## src/rtl/noc_arb_pkg.sv

```systemverilog
// Shared port encodings and state type for the NOC router output-port arbiters.
// Port index order is N=4 .. L=0. The mux select code counts the other way, N=000 .. L=100.
package noc_arb_pkg;

    localparam int unsigned NUM_PORTS = 5;
    localparam int unsigned SEL_W     = 3;

    typedef logic [2:0]       port_idx_t;
    typedef logic [SEL_W-1:0] port_sel_t;

    localparam port_idx_t P_N = 3'd4;
    localparam port_idx_t P_S = 3'd3;
    localparam port_idx_t P_W = 3'd2;
    localparam port_idx_t P_E = 3'd1;
    localparam port_idx_t P_L = 3'd0;

    localparam port_sel_t SEL_N = 3'b000;
    localparam port_sel_t SEL_S = 3'b001;
    localparam port_sel_t SEL_W_CODE = 3'b010;
    localparam port_sel_t SEL_E = 3'b011;
    localparam port_sel_t SEL_L = 3'b100;

    typedef enum logic {
        IDLE,
        LOCKED
    } arb_state_t;

    // The select code is the port index mirrored about N.
    function automatic port_sel_t idx_to_sel(input port_idx_t idx);
        return port_sel_t'(P_N - idx);
    endfunction

endpackage

```

## src/rtl/rr_mask_pick.sv

```systemverilog
// Combinational round-robin pick: the highest-index requester inside the pointer
// window wins; if nobody is inside the window, the highest-index requester overall wins.
module rr_mask_pick
    import noc_arb_pkg::*;
(
    input  logic [NUM_PORTS-1:0] req,
    input  logic [NUM_PORTS-1:0] ptr,
    output logic [NUM_PORTS-1:0] winner,
    output port_sel_t            sel,
    output logic                 any
);

    logic [NUM_PORTS-1:0] masked;
    logic [NUM_PORTS-1:0] pool;
    port_idx_t            idx;

    always_comb begin
        masked = req & ptr;
        pool   = (|masked) ? masked : req;
        idx    = '0;
        for (int unsigned i = 0; i < NUM_PORTS; i++) begin
            if (pool[i]) begin
                idx = port_idx_t'(i);
            end
        end
        any    = |req;
        winner = any ? (NUM_PORTS'(1) << idx) : '0;
        sel    = any ? idx_to_sel(idx) : SEL_N;
    end

endmodule

```

## src/rtl/rr_output_port_arbiter.sv

```systemverilog
// Per-output wormhole arbiter: grants one input until its tail flit transfers,
// then hands off round-robin in the same cycle with no bubble.
module rr_output_port_arbiter #(
    parameter int unsigned NUM_PORTS = 5,
    parameter int unsigned SEL_W     = 3
) (
    input  logic                 clk,
    input  logic                 rst_n,
    input  logic [NUM_PORTS-1:0] req_i,
    input  logic [NUM_PORTS-1:0] tail_i,
    input  logic                 out_ready_i,
    output logic [NUM_PORTS-1:0] grant_o,
    output logic [SEL_W-1:0]     sel_o,
    output logic                 valid_o,
    output logic                 busy_o
);
    import noc_arb_pkg::*;

    arb_state_t           state_q;
    logic [NUM_PORTS-1:0] grant_q;
    logic [SEL_W-1:0]     sel_q;
    // Window of ports searched first: every index below the last finisher.
    logic [NUM_PORTS-1:0] ptr_q;

    logic [NUM_PORTS-1:0] next_ptr;
    logic [NUM_PORTS-1:0] pick_req;
    logic [NUM_PORTS-1:0] pick_ptr;
    logic [NUM_PORTS-1:0] pick_winner;
    port_sel_t            pick_sel;
    logic                 pick_any;
    logic                 xfer;
    logic                 tail_xfer;

    always_comb begin
        xfer      = (state_q == LOCKED) && (|(grant_q & req_i)) && out_ready_i;
        tail_xfer = xfer && (|(grant_q & tail_i));
        next_ptr  = grant_q - NUM_PORTS'(1);
        pick_req  = (state_q == LOCKED) ? (req_i & ~grant_q) : req_i;
        pick_ptr  = (state_q == LOCKED) ? next_ptr : ptr_q;
    end

    rr_mask_pick u_pick (
        .req    (pick_req),
        .ptr    (pick_ptr),
        .winner (pick_winner),
        .sel    (pick_sel),
        .any    (pick_any)
    );

    always_ff @(posedge clk or negedge rst_n) begin
        if (!rst_n) begin
            state_q <= IDLE;
            grant_q <= '0;
            sel_q   <= SEL_N;
            ptr_q   <= '1;
        end else begin
            case (state_q)
                IDLE: begin
                    if (pick_any) begin
                        grant_q <= pick_winner;
                        sel_q   <= pick_sel;
                        state_q <= LOCKED;
                    end
                end
                LOCKED: begin
                    if (tail_xfer) begin
                        ptr_q <= next_ptr;
                        if (pick_any) begin
                            grant_q <= pick_winner;
                            sel_q   <= pick_sel;
                        end else begin
                            grant_q <= '0;
                            sel_q   <= SEL_N;
                            state_q <= IDLE;
                        end
                    end
                end
                default: begin
                    state_q <= IDLE;
                    grant_q <= '0;
                    sel_q   <= SEL_N;
                end
            endcase
        end
    end

    assign grant_o = grant_q;
    assign sel_o   = sel_q;
    assign valid_o = xfer;
    assign busy_o  = (state_q == LOCKED);

endmodule

```

## config.mk

```make
export PLATFORM = sky130hd
export DESIGN_NAME = rr_output_port_arbiter
export DESIGN_NICKNAME = d
export VERILOG_FILES = /design/src/rtl/noc_arb_pkg.sv /design/src/rtl/rr_mask_pick.sv /design/src/rtl/rr_output_port_arbiter.sv
export SDC_FILE = /design/constraint.sdc
export NUM_CORES = 1
export LEC_CHECK = 0
export ABC_CLOCK_PERIOD_IN_PS = 6100
export BUFFER_PORTS_ARGS = -buffer_cell sky130_fd_sc_hd__buf_2
export CORE_MARGIN = 5
export CORE_UTILIZATION = 30
export DETAILED_ROUTE_END_ITERATION = 16
export PLACE_DENSITY_LB_ADDON = 0.2
export SLEW_MARGIN = 0
export SYNTH_ARGS = -nofsm -noshare
export SYNTH_HDL_FRONTEND = slang
export SYNTH_SLANG_ARGS = --single-unit
export TNS_END_PERCENT = 1
```

## constraint.sdc

```tcl
create_clock -name clk -period 6.1 [get_ports clk]
set_clock_uncertainty 0.05 [all_clocks]
set_input_delay 0.305 -clock clk [delete_from_list [all_inputs] [get_ports clk]]
set_output_delay 0.305 -clock clk [all_outputs]
set_load 0.02 [all_outputs]
```

[After elaboration in Yosys (flattened, before gate mapping)]
Cells that the tools add are included.
Operators by class
  bitwise gates (word level): 6
  multiply operators: 0
  shifts and indexed selects: 1
  magnitude comparators: 0
  $add $sub $neg: 2
  mux-type cells: 18
  equal/unequal tests: 2
  reductions and logical operators: 9
  divide/modulo/power cells: 0
Operator list (number)
  2-to-1 mux 5 bit: 6
  AND 5 bit: 4
  OR reduction 5 bit: 4
  2-to-1 mux 3 bit: 4
  case mux 5 bit (2 select lines): 1
  case mux 3 bit (2 select lines): 1
  NOT 5 bit: 1
  left shift 1 x 3 -> 5 bit (first input constant): 1
  subtractor 5 x 1 -> 5 bit (second input constant): 1
  2-to-1 mux 2 bit: 2
  AND reduction 2 bit: 2
  logical AND 1 bit: 3
  2-to-1 mux 1 bit: 3
  subtractor 3 bit (first input constant): 1
  != test 2 x 1 -> 1 bit (second input constant): 1
  != test 2 bit (second input constant): 1
  case mux 1 bit (2 select lines): 1
  NOT 1 bit: 1
Storage, ports and cells
  bits in read-only memories: 0
  latch bits: 0
  memories kept: 0
  input bits: 13
  register bits after elaboration: 14
  RAM bits: 0
  output and inout bits: 10
  word-level logic and storage cells: 42

[Longest topological paths before layout]
  word-level depth: 14
  gate-level depth with buffers: 12
  mapped depth without buffers: 12

[Modules after synthesis]
A second synthesis with hierarchy kept.
Unflattened totals
  cell total of the unflattened synthesis: 120
  area total of the unflattened synthesis: 1078.5 sq um
Modules (own cells, without submodules)
  rr_output_port_arbiter: cells an instance 82, sequential area each 356.6 sq um, times used 1, area an instance 788.3 sq um
  rr_mask_pick: cells an instance 38, sequential area each 0.0 sq um, times used 1, area an instance 290.3 sq um

[Worst setup path before layout]
OpenSTA, ideal clock, no wires.
  path type: register to register
  start: register grant_q[0], in the netlist grant_o[0]
  end: register sel_q[2], in the netlist sel_o[2]
  period minus slack after synthesis: 2.621 ns
  data required time: 5.929 ns
  path buffers: 0
  slack: 3.479 ns
  arrival: 2.450 ns
  library setup time: 0.121 ns
  stages on the path, launching flop included: 12
  path through: dfrtp_1 inv_1 ha_1 nor4b_1 a31o_2 nand4bb_1 and3_1 nand2b_1 ha_1 ha_1 inv_1 a22o_1
On the way
  elaborated cells on any way between the ends: 28
  classes of those cells: 2 x add/sub; 2 x eq/ne; 11 x mux; 5 x bitwise; 8 x reduce/logical
RTL lines
  start: declaration: RTL line rr_output_port_arbiter.sv:20  | logic [NUM_PORTS-1:0] grant_q;
  start signal: assignment: RTL line rr_output_port_arbiter.sv:60  | grant_q <= pick_winner;
  start signal: assignment: RTL line rr_output_port_arbiter.sv:69  | grant_q <= pick_winner;
  subtractor 5 x 1 -> 5 bit (*): RTL line rr_output_port_arbiter.sv:37  | next_ptr = grant_q - NUM_PORTS'(1);
  named net next_ptr[0]: RTL line rr_output_port_arbiter.sv:25  | logic [NUM_PORTS-1:0] next_ptr;
  2-to-1 mux 5 bit (*): RTL line rr_output_port_arbiter.sv:39  | pick_ptr = (state_q == LOCKED) ? next_ptr : ptr_q;
  AND 5 bit (*): RTL line rr_mask_pick.sv:18  | masked = req & ptr;
  OR reduction 5 bit (*): RTL line rr_mask_pick.sv:19  | pool = (|masked) ? masked : req;
  2-to-1 mux 5 bit (*): RTL line rr_mask_pick.sv:19
  2-to-1 mux 1 bit: RTL line rr_mask_pick.sv:22  | if (pool[i]) begin
  2-to-1 mux 2 bit (2 in series): RTL line rr_mask_pick.sv:22
  2-to-1 mux 3 bit (*): RTL line rr_mask_pick.sv:22
  subtractor 3 bit (*): RTL line noc_arb_pkg.sv:30  | return port_sel_t'(P_N - idx);
  2-to-1 mux 3 bit: RTL line rr_output_port_arbiter.sv:68  | if (pick_any) begin
  2-to-1 mux 3 bit: RTL line rr_output_port_arbiter.sv:66  | if (tail_xfer) begin
  case mux 3 bit (2 select lines) (*): RTL line rr_output_port_arbiter.sv:57  | case (state_q)
  end signal: assignment: RTL line rr_output_port_arbiter.sv:61  | sel_q <= pick_sel;
  end signal: assignment: RTL line rr_output_port_arbiter.sv:70  | sel_q <= pick_sel;
  end: declaration: RTL line rr_output_port_arbiter.sv:21  | logic [SEL_W-1:0] sel_q;
Mark *: on every way through the listed nets, which the timed path passes. The rest lies on a longest branch. The select of a mux whose other input is x is not followed.
A chain may end at the register's enable or synchronous reset.

[Worst setup path in the final report]
Same ends and word-level chain as after synthesis.

==> run metrics <==
Overflow after GRT 0; cell internal pwr roughly 0.14 mW; level count of the clock H-tree 1; Sw Pwr 0.0469 mW; vias per cell between 5 and 6; clock latency on the worst-skew pair 0.28 ns; Reg2Reg Depth 11; Setup TNS Final 0 ns; Multi-input gate area 627 sq um; area grow syn2layout 17.0%; Register Area 357 sq um; CP Max Fanout 9; sequential power share 0.500; Leak 0.565 nW; fmax 0.355 GHz; GPL Wtd Cong 0.754; CTS buffer count 3; Residual DRC 0; hpwl dp 2.07 mm; CTS tree yes; Clock Power Share 0.372; DRT iter0 DRCs ~110; Core Rows 21; routed wire length per instance between 15 and 20 um; worst reg-to-reg setup slack 3.28 ns; DRT Pass-1 Iters 4; Data required, critical path 6.23 ns; Worst Setup End Kind flop; fraction of layout cells with a size suffix above 1 0.293; Avg Synthesized Cell Area 9.45 sq um; critical path data arrival time 2.95 ns; Pwr Density 153 nW/um^2; Final setup violation count 0; Synth Cell Area around 1000 sq um; Placeable Area between 3000 and 4000 sq um; Final Util 0.364; GRT Overall Usage 0.134; antenna violations before repair 0; fin crit share 0.462; CTS Buffer Depth 2; final WL 2.73 mm; Hold Path Depth 3; Worst Hold Class in -> reg; Yosys cell types 41; cells after synthesis 110; max-cap viol count 0; first-pass GRT wire length approximately 4.6 mm; yosys warns 0; VDD IR max 0.000102 V; CP Class reg -> reg; Final min period 2.82 ns; Die ar. 4740 sq um; Synthesized Nets 129; switch share 0.252; type of origin of the critical path flop; fillers 369; Final nets approximately 150; Post-CTS Setup Bufs 0; run status complete, no violations; Worst slew margin 0.619; I/O Pins 23; Final Total Pwr approximately 0.19 mW; number of port buffers 22; vias in the first global route ~940; RSZ-0062 raised after global routing no; Die Wd 68.9 um; largest net degree at the start of global routing 21; Root Buffer clkbuf_4; CTS Sinks 14; Comb power frac 0.128; Die Ht 68.9 um; synthesis-stage register bit count 14; post-synthesis sequential area ratio 0.343; max-slew violations 0; worst hold margin 0.286 ns; DRT antenna net count 0; via count 932; starting density of the core 0.312; clock slew at reported path FFs around 0.09 ns; Final Hold Violating Endpoints 0; diode count 0; Worst-Margin Slew 0.572 ns
-- stage by stage --
stage / instance area, sq um / instances / worst slack (ns)
2_1_floorplan: 1040 / 110 / 3.48
3_3_place_gp: 1170 / 174 / 3.41
3_5_place_dp: 1170 / 174 / 3.34
4_1_cts: 1220 / 179 / 3.33
5_1_grt: 1220 / 179 / 3.10
6_report: 1220 / 179 / 3.28
-- critical path: stages (launching register included) --
cell and delay, ns:
dfrtp_1 0.50, inv_1 0.13, ha_1 0.27, and3b_1 0.19, o21ai_0 0.35, o2111ai_1 0.22, nand3_1 0.19, nand2_1 0.10
ha_1 0.22, ha_1 0.28, inv_1 0.04, a22o_1 0.18
-- synth_stat cells --
cell        n  share of area
nand2_2     1         0.0060
mux2_2      2          0.022
dfrtp_1     9           0.22
nor4bb_1    1         0.0096
o211ai_1    1         0.0072
a2bb2oi_1   1         0.0084
o21a_4      1          0.014
o21ai_1     1         0.0048
ha_1        6          0.072
buf_6       2          0.022
nand4bb_1   1          0.011
dfstp_2     5           0.13
a41oi_1     1         0.0084
a22o_1      3          0.025
nand3_1     1         0.0048
and3b_1     2          0.017
a22oi_1     3          0.022
xnor2_1     2          0.017
a31oi_1     1         0.0060
or4_4       1          0.011
nor2b_1     7          0.042
o21ai_0     7          0.034
buf_4       2          0.014
a31o_2      1         0.0084
inv_2       1         0.0036
a2111oi_2   1          0.014
and2_1      1         0.0060
nor2_1      4          0.014
o2111ai_1   1         0.0084
nand2_1    15          0.054
a21oi_1     3          0.014
a222oi_1    2          0.019
inv_1       4          0.014
nor4b_1     2          0.017
a21o_1      1         0.0072
nor3_1      1         0.0048
a31o_1      2          0.017
and3_1      1         0.0060
o31ai_1     1         0.0072
nand2b_1    4          0.024
a32o_1      4          0.039
-- final timing paths --
check                                         endpoint                   start
worst max-delay path              sel_o[2]$_DFFE_PN0P_  grant_o[0]$_DFFE_PN0P_
worst min-delay path                  busy_o$_DFF_PN0_             out_ready_i
worst max register to register    sel_o[2]$_DFFE_PN0P_  grant_o[0]$_DFFE_PN0P_
worst min register to register    ptr_q[2]$_DFFE_PN1P_    ptr_q[2]$_DFFE_PN1P_
max in group asynchronous         ptr_q[0]$_DFFE_PN1P_                   rst_n
min in group asynchronous       grant_o[4]$_DFFE_PN0P_                   rst_n
-- cells by family after synthesis --
group | share of synthesized area
xor gates and xnor gates | 0.0169
and+or+nand+nor | 0.227
adders and majority gates | 0.0722
DFF | 0.343
buffers and inverters | 0.0541
muxes | 0.0217
AOI/OAI and AO/OA | 0.265
-- per-layer routing --
metal  vias to the layer above  GRT usage  routed length (um)
li1                        457          -                   -
met1                       442      0.188                1300
met2                        29      0.198                1260
met3                         4     0.0243                 140
met4                         0     0.0584                  31
met5                         -          0                   0
-- sequential cells by signal, summed over array words and instances (netlist names) --
name     flops
sel_o        3
busy_o       1
grant_o      5
ptr_q        5
-- layout by cell type (no fill, tap or decap), types with 2 or more instances in the layout --
master / netlist / final
nor4b_1: 2 / 2
dfstp_2: 5 / 5
inv_1: 4 / 4
buf_2: 0 / 22
o21ai_0: 7 / 7
a21oi_1: 3 / 3
ha_1: 6 / 6
nor2b_1: 7 / 7
mux2_2: 2 / 2
clkbuf_4: 0 / 3
dfrtp_1: 9 / 9
nor2_1: 4 / 4
a22oi_1: 3 / 3
xnor2_1: 2 / 2
a32o_1: 4 / 4
a22o_1: 3 / 3
nand2_1: 15 / 15
and3b_1: 2 / 2
a31o_1: 2 / 2
a222oi_1: 2 / 2
nand2b_1: 4 / 4
-- power groups by stage --
stage	Combinational, mW	Sequential (mW)	Clock [mW]
6_report	0.0238	0.0929	0.0692
5_1_grt	0.0269	0.0930	0.0770
4_1_cts	0.0237	0.0929	0.0695
3_5_place_dp	0.0230	0.0946	0
3_3_place_gp	0.0227	0.0946	0
2_1_floorplan	0.0121	0.0946	0
-- final cells by class --
class | instances | share of cell area
clock buffer | 4 | 0.0298
inverter | 5 | 0.0154
multi-input combinational | 87 | 0.515
sequential | 14 | 0.293
tap | 46 | 0.0473
timing repair buffer | 23 | 0.0988
-- repair_timing --
item / 4_1_cts / 5_1_grt
resized for setup: 0 / 0
hold buffers: 1 / 0
hold endpoints to repair: 9 / 0
No activity file was read; power rests on OpenSTA's default activity.
